$ cat src/rtl/fetch_ctrl.sv
// Instruction-fetch sequencer: owns the program counter, captures insmem words into an
// instruction register and hands them to the decoder over a VALID/READY handshake.
module fetch_ctrl #(
   parameter int unsigned AddressWidth = 4,
   parameter int unsigned DataWidth    = 8
) (
   input  logic                    CLK,
   input  logic                    RST,
   input  logic                    START,
   output logic [AddressWidth-1:0] ADD,
   input  logic [DataWidth-1:0]    DATAIN,
   output logic [DataWidth-1:0]    INSTR,
   output logic                    VALID,
   input  logic                    READY,
   input  logic                    JMP,
   input  logic [AddressWidth-1:0] JMPADD,
   input  logic                    HALT,
   output logic                    BUSY
);

   typedef enum logic [1:0] {
      ST_IDLE   = 2'd0,
      ST_FETCH  = 2'd1,
      ST_HALTED = 2'd2
   } state_t;

   state_t                  r_state;
   logic [AddressWidth-1:0] r_add;
   logic [DataWidth-1:0]    r_instr;
   logic                    r_valid;
   logic                    r_busy;
   logic                    w_advance;

   // A new word may be loaded when the register is empty or being consumed this cycle.
   assign w_advance = !r_valid || READY;

   // HALT outranks JMP, which outranks the normal advance/stall path.
   always_ff @(posedge CLK) begin
      if (RST) begin
         r_state <= ST_IDLE;
         r_add   <= '0;
         r_instr <= '0;
         r_valid <= 1'b0;
         r_busy  <= 1'b0;
      end else begin
         case (r_state)
            ST_IDLE: begin
               if (START) begin
                  r_state <= ST_FETCH;
                  r_busy  <= 1'b1;
               end
            end
            ST_FETCH: begin
               if (HALT) begin
                  r_state <= ST_HALTED;
                  r_busy  <= 1'b0;
                  r_valid <= 1'b0;
               end else if (JMP) begin
                  r_add   <= JMPADD;
                  r_valid <= 1'b0;
               end else if (w_advance) begin
                  r_instr <= DATAIN;
                  r_valid <= 1'b1;
                  r_add   <= r_add + AddressWidth'(1);
               end
            end
            ST_HALTED: begin
               r_state <= ST_HALTED;
            end
            default: begin
               r_state <= ST_IDLE;
               r_busy  <= 1'b0;
               r_valid <= 1'b0;
            end
         endcase
      end
   end

   assign ADD   = r_add;
   assign INSTR = r_instr;
   assign VALID = r_valid;
   assign BUSY  = r_busy;

endmodule
$ cat config.mk
export PLATFORM = sky130hd
export DESIGN_NAME = fetch_ctrl
export DESIGN_NICKNAME = d
export VERILOG_FILES = /design/src/rtl/fetch_ctrl.sv
export SDC_FILE = /design/constraint.sdc
export NUM_CORES = 1
export LEC_CHECK = 0
export CORE_MARGIN = 2
export CORE_UTILIZATION = 45
export CTS_CLUSTER_DIAMETER = 150
export DETAILED_ROUTE_END_ITERATION = 12
export MAX_ROUTING_LAYER = met4
export PLACE_DENSITY = 0.83
export SLEW_MARGIN = 15
export SYNTH_ARGS = -nofsm -noshare
export SYNTH_HDL_FRONTEND = slang
export SYNTH_SLANG_ARGS = --single-unit
$ cat constraint.sdc
create_clock -name CLK -period 2.2 [get_ports CLK]
set_input_delay 0.22 -clock CLK [delete_from_list [all_inputs] [get_ports CLK]]
set_output_delay 0.22 -clock CLK [all_outputs]
set_load 0.02 [all_outputs]
After elaboration in Yosys (flattened, before gate mapping):

Index checks and enable logic that the tools add are counted.

* bits in registers: 16
* bits of input ports: 18
* word-level logic and storage cells: 37
* output and inout bits: 14

* add/subtract/negate cells: 1
* bitwise operators: 4
* muxes and demuxes: 12
* reduce and logical (&&, ||, !) cells: 10
* equality and inequality tests: 5

Operators by type and width (number)
* two-way mux 4 bit: 2
* case mux 2 bit (3 select lines): 1
* AND reduction 3 bit: 2
* two-way mux 1 bit: 5
* adder 4 x 1 -> 4 bit, second input constant: 1
* two-way mux 2 bit: 2
* != test 2 bit, second input constant: 2
* != test 4 bit, second input constant: 1
* inverter 1 bit: 4
* AND reduction 2 bit: 2
* AND reduction 4 bit: 1
* case mux 1 bit (3 select lines): 1
* == test 2 x 1 -> 1 bit, second input constant: 1
* == test 2 bit, second input constant: 1
* logical NOT 2 bit: 1
* case mux 1 bit (2 select lines): 1
* nonzero test 2 bit: 1
* OR reduction 2 bit: 1
* logical NOT 1 bit: 1
* logical OR 1 bit: 1

Logic depth before layout (Yosys ltp):

* depth after elaboration: 6
* mapped depth: 6

Worst setup path before layout:

Ideal clock, no wire load.

* path kind: flip-flop to flip-flop
* from: register r_state[1]
* to: register r_instr[0] (netlist: INSTR[0])
* period minus slack after synthesis: 1.421 ns
* cell stages (with the launch flop): 7
* buffers on the path: 1
* setup time: 0.132 ns
* data arrival time: 1.289 ns
* setup slack: 0.779 ns
* cells stage by stage: dfxtp_1 > inv_1 > ha_1 > or3b_1 > buf_2 > o21ai_0 > a21oi_1

* word-level cells in the longest chain between the ends: 2

Ends and longest elaborated chain
* start, declared: RTL line 27 `state_t r_state;`
* start signal, assigned: RTL line 40 `r_state <= ST_IDLE;`
* start signal, assigned: RTL line 49 `r_state <= ST_FETCH;`
* start signal, assigned: RTL line 55 `r_state <= ST_HALTED;`
* == test 2 x 1 -> 1 bit: RTL line 46 `case (r_state)`
* AND reduction 4 bit (no line)
* end signal, assigned: RTL line 42 `r_instr <= '0;`
* end signal, assigned: RTL line 62 `r_instr <= DATAIN;`
* end, declared: RTL line 29 `logic [DataWidth-1:0] r_instr;`

Every way passes these cells.
A chain may end at the register's enable or synchronous reset.

Worst setup path after layout:

* from: register r_state[1]
* to: register r_instr[7] (netlist: INSTR[7])

Same word-level chain as after synthesis.

==> results.toml <==
[drt]
vias = 812
wirelength_um = 1950
ant_nets = 0
routed_via_density = 5.450
drtIter0Drc = 15
drc = 0
wl_per_cell_um = 13.09
dr.pass1.iters = 4

[global_routing]
grt_pass1_wl_um = 2898
first_global_vias = 716
grt_max_degree = 18
antenna_found_initial = 0
grt_overflow = 0
grt_usage = 0.1942

[final_layout]
layout_common_cells = "clkdlybuf4s50_1 (31), dfxtp_1 (16), a21oi_1 (12), nand3_1 (11), o21ai_0 (8)"
fin_area_mm2 = 0.001167
diodes = 0
final_common_cell = "clkdlybuf4s50_1"
fin_util = 0.6835
finalNetCount = 147
drive_gt1_frac = 0.08065
syn_to_final_growth_pct = 44.65

[critical_path]
cp_max_fo = 8
required_ns = 2.35
startpoint_type = "register"
critical_path.endpoint = "INSTR[7]$_SDFFE_PP0P_"
rrSetupSlack_ns = 0.60
crit_type = "reg -> reg"
cp-startpoint = "r_state[1]$_SDFFE_PP0P_"
critPathCaptureType = "register"
reg2reg_from = "r_state[1]$_SDFFE_PP0P_"
r2r_cells = 5
worstPathArrival_ns = 1.75
r2r_end = "INSTR[7]$_SDFFE_PP0P_"

[run]
drv_cap = 0

[clock_tree]
cts_setup_buffers = 0
clockRootBuffer = "clkbuf_4"
clkTransAtPathRegs_ns = 0.11
clk_latency_ns = 0.29
cts_buffers = 3
h-tree-depth = 1
clk_path_buf_depth = 2
cts_tree = "done"
clkSinkCount = 16
cts_hold_buf = 0
cts-resized-gates = 0

[sta]
worst-slew-pin-transition_ns = 0.6142
setup_tns_ns = 0
slew_headroom = 0.5892
setup_viol = 0
fin_crit_ns = 1.600
finalMaxSlewViolations = 0
hold_ws_ns = 0.4788
grt_setup_unrepaired = "false"
hold_viol_final = 0
min_period_over_period = 0.7275
clock.fmax_ghz = 0.6248
worst_clock_skew_ns = 0.007600

[floorplan]
die-height_um = 46.35
ios = 32
core_area_mm2 = 0.001708
die_x_um = 46.35
fp.dieArea_mm2 = 0.002148
placementRows = 15
initial_core_util = 0.4725

[worst_hold_path]
hold_class = "reg -> reg"
whs_path_depth = 2

[logic_synthesis]
syn_avg_cell_area_um2 = 8.678
syn_area_um2 = 807.0
syn-num-nets = 115
synth_warnings = 0
ys_ff_latch = 16
yosysSeqAreaShare = 0.3969
netlist_instances = 93
yosysUniqueCellTypes = 30

[pwr]
leakagePower_nw = 0.4041
powerDensity_mw_per_mm2 = 597.5
power_uw = 697.5
peakVddDrop_mv = 0.3526

[place]
gp_congestion = 0.7553
port_buffers = 31
postPlaceCellArea_mm2 = 0.001131
dp_hpwl_um = 1418

[run_status]
status = "finished, final reports clean"
-- registers in the layout, summed over array words and instances, names as in the netlist --
| signal | count |
|---|---|
| INSTR | 8 |
| ADD | 4 |
| r_state | 2 |
| BUSY | 1 |
| VALID | 1 |
-- critical path: stages, from the launching register on --
cell and delay (ns):
dfxtp_1 0.33, inv_1 0.11, ha_1 0.25, or3b_1 0.49
o21ai_0 0.20, a21oi_1 0.09
-- worst min-delay path by stage --
| stage | start | to | slack, ns |
|---|---|---|---|
| after floorplan | DATAIN[0] | INSTR[0]$_SDFFE_PP0P_ | 0.37 |
| after global placement | INSTR[1]$_SDFFE_PP0P_ | INSTR[1]$_SDFFE_PP0P_ | 0.46 |
| after detailed placement | INSTR[0]$_SDFFE_PP0P_ | INSTR[0]$_SDFFE_PP0P_ | 0.47 |
| after CTS | INSTR[0]$_SDFFE_PP0P_ | INSTR[0]$_SDFFE_PP0P_ | 0.48 |
| after global routing | DATAIN[4] | INSTR[4]$_SDFFE_PP0P_ | 0.50 |
| final | INSTR[0]$_SDFFE_PP0P_ | INSTR[0]$_SDFFE_PP0P_ | 0.48 |
-- cells in the mapped netlist (all sizes together) --
cell     n  share of area
a31oi    3          0.023
ha       4          0.062
o311ai   2          0.022
a22oi    1         0.0093
clkbuf   3          0.014
o31a     1          0.012
inv      4          0.019
nand3   11          0.068
o21ai   11          0.068
a21oi   12          0.074
nor2b    2          0.025
a21o     1         0.0093
nand2    2         0.0093
nor3b    2          0.033
nor3     1         0.0062
nor2     4          0.019
nand2b   3          0.033
a211oi   1         0.0093
or4      1         0.0093
o41ai    2          0.022
or3      1         0.0078
mux2i    1          0.012
dfxtp   16           0.40
buf      3          0.026
or3b     1          0.011
-- through the flow --
| step | std cells | worst slack (ns) |
|---|---|---|
| 2_1_floorplan | 93 | 0.7788 |
| 3_3_place_gp | 145 | 0.5412 |
| 3_5_place_dp | 145 | 0.5115 |
| 4_1_cts | 149 | 0.5980 |
| 5_1_grt | 149 | 0.5010 |
| 6_report | 149 | 0.5996 |
-- metal layers --
metal	part of all wire	track usage	vias to the layer above	routed length (µm)
li1	-	-	402	-
met1	0.44	0.2286	391	860
met2	0.52	0.3278	17	1008
met3	0.034	0.03922	2	67
met4	0.0067	0.06286	0	13
met5	0	-	-	0
-- cell type report --
type                       instances  area, µm²
tap                               25      31.28
sequential                        16      320.3
multi-input combinational         67      439.2
clock buffer                       4      36.28
fill                             135      540.5
inverter                           4      15.01
timing repair buffer              33      325.3
-- cells by family after synthesis --
group | Yosys count | synth area share
adders and majority gates | 4 | 0.06202
buffers and inverters | 10 | 0.05891
AOI/OAI and AO/OA | 34 | 0.2496
and+or+nand+nor | 28 | 0.2202
DFF | 16 | 0.3969
muxes | 1 | 0.01240
-- power by group --
group	internal (mW)	switching, mW	leakage, nW	total (mW)
Sequential	0.308	0.0131	0.130	0.321
Combinational	0.0887	0.0872	0.253	0.176
Clock	0.101	0.0996	0.0210	0.200
No activity file was read; power rests on OpenSTA's default activity.
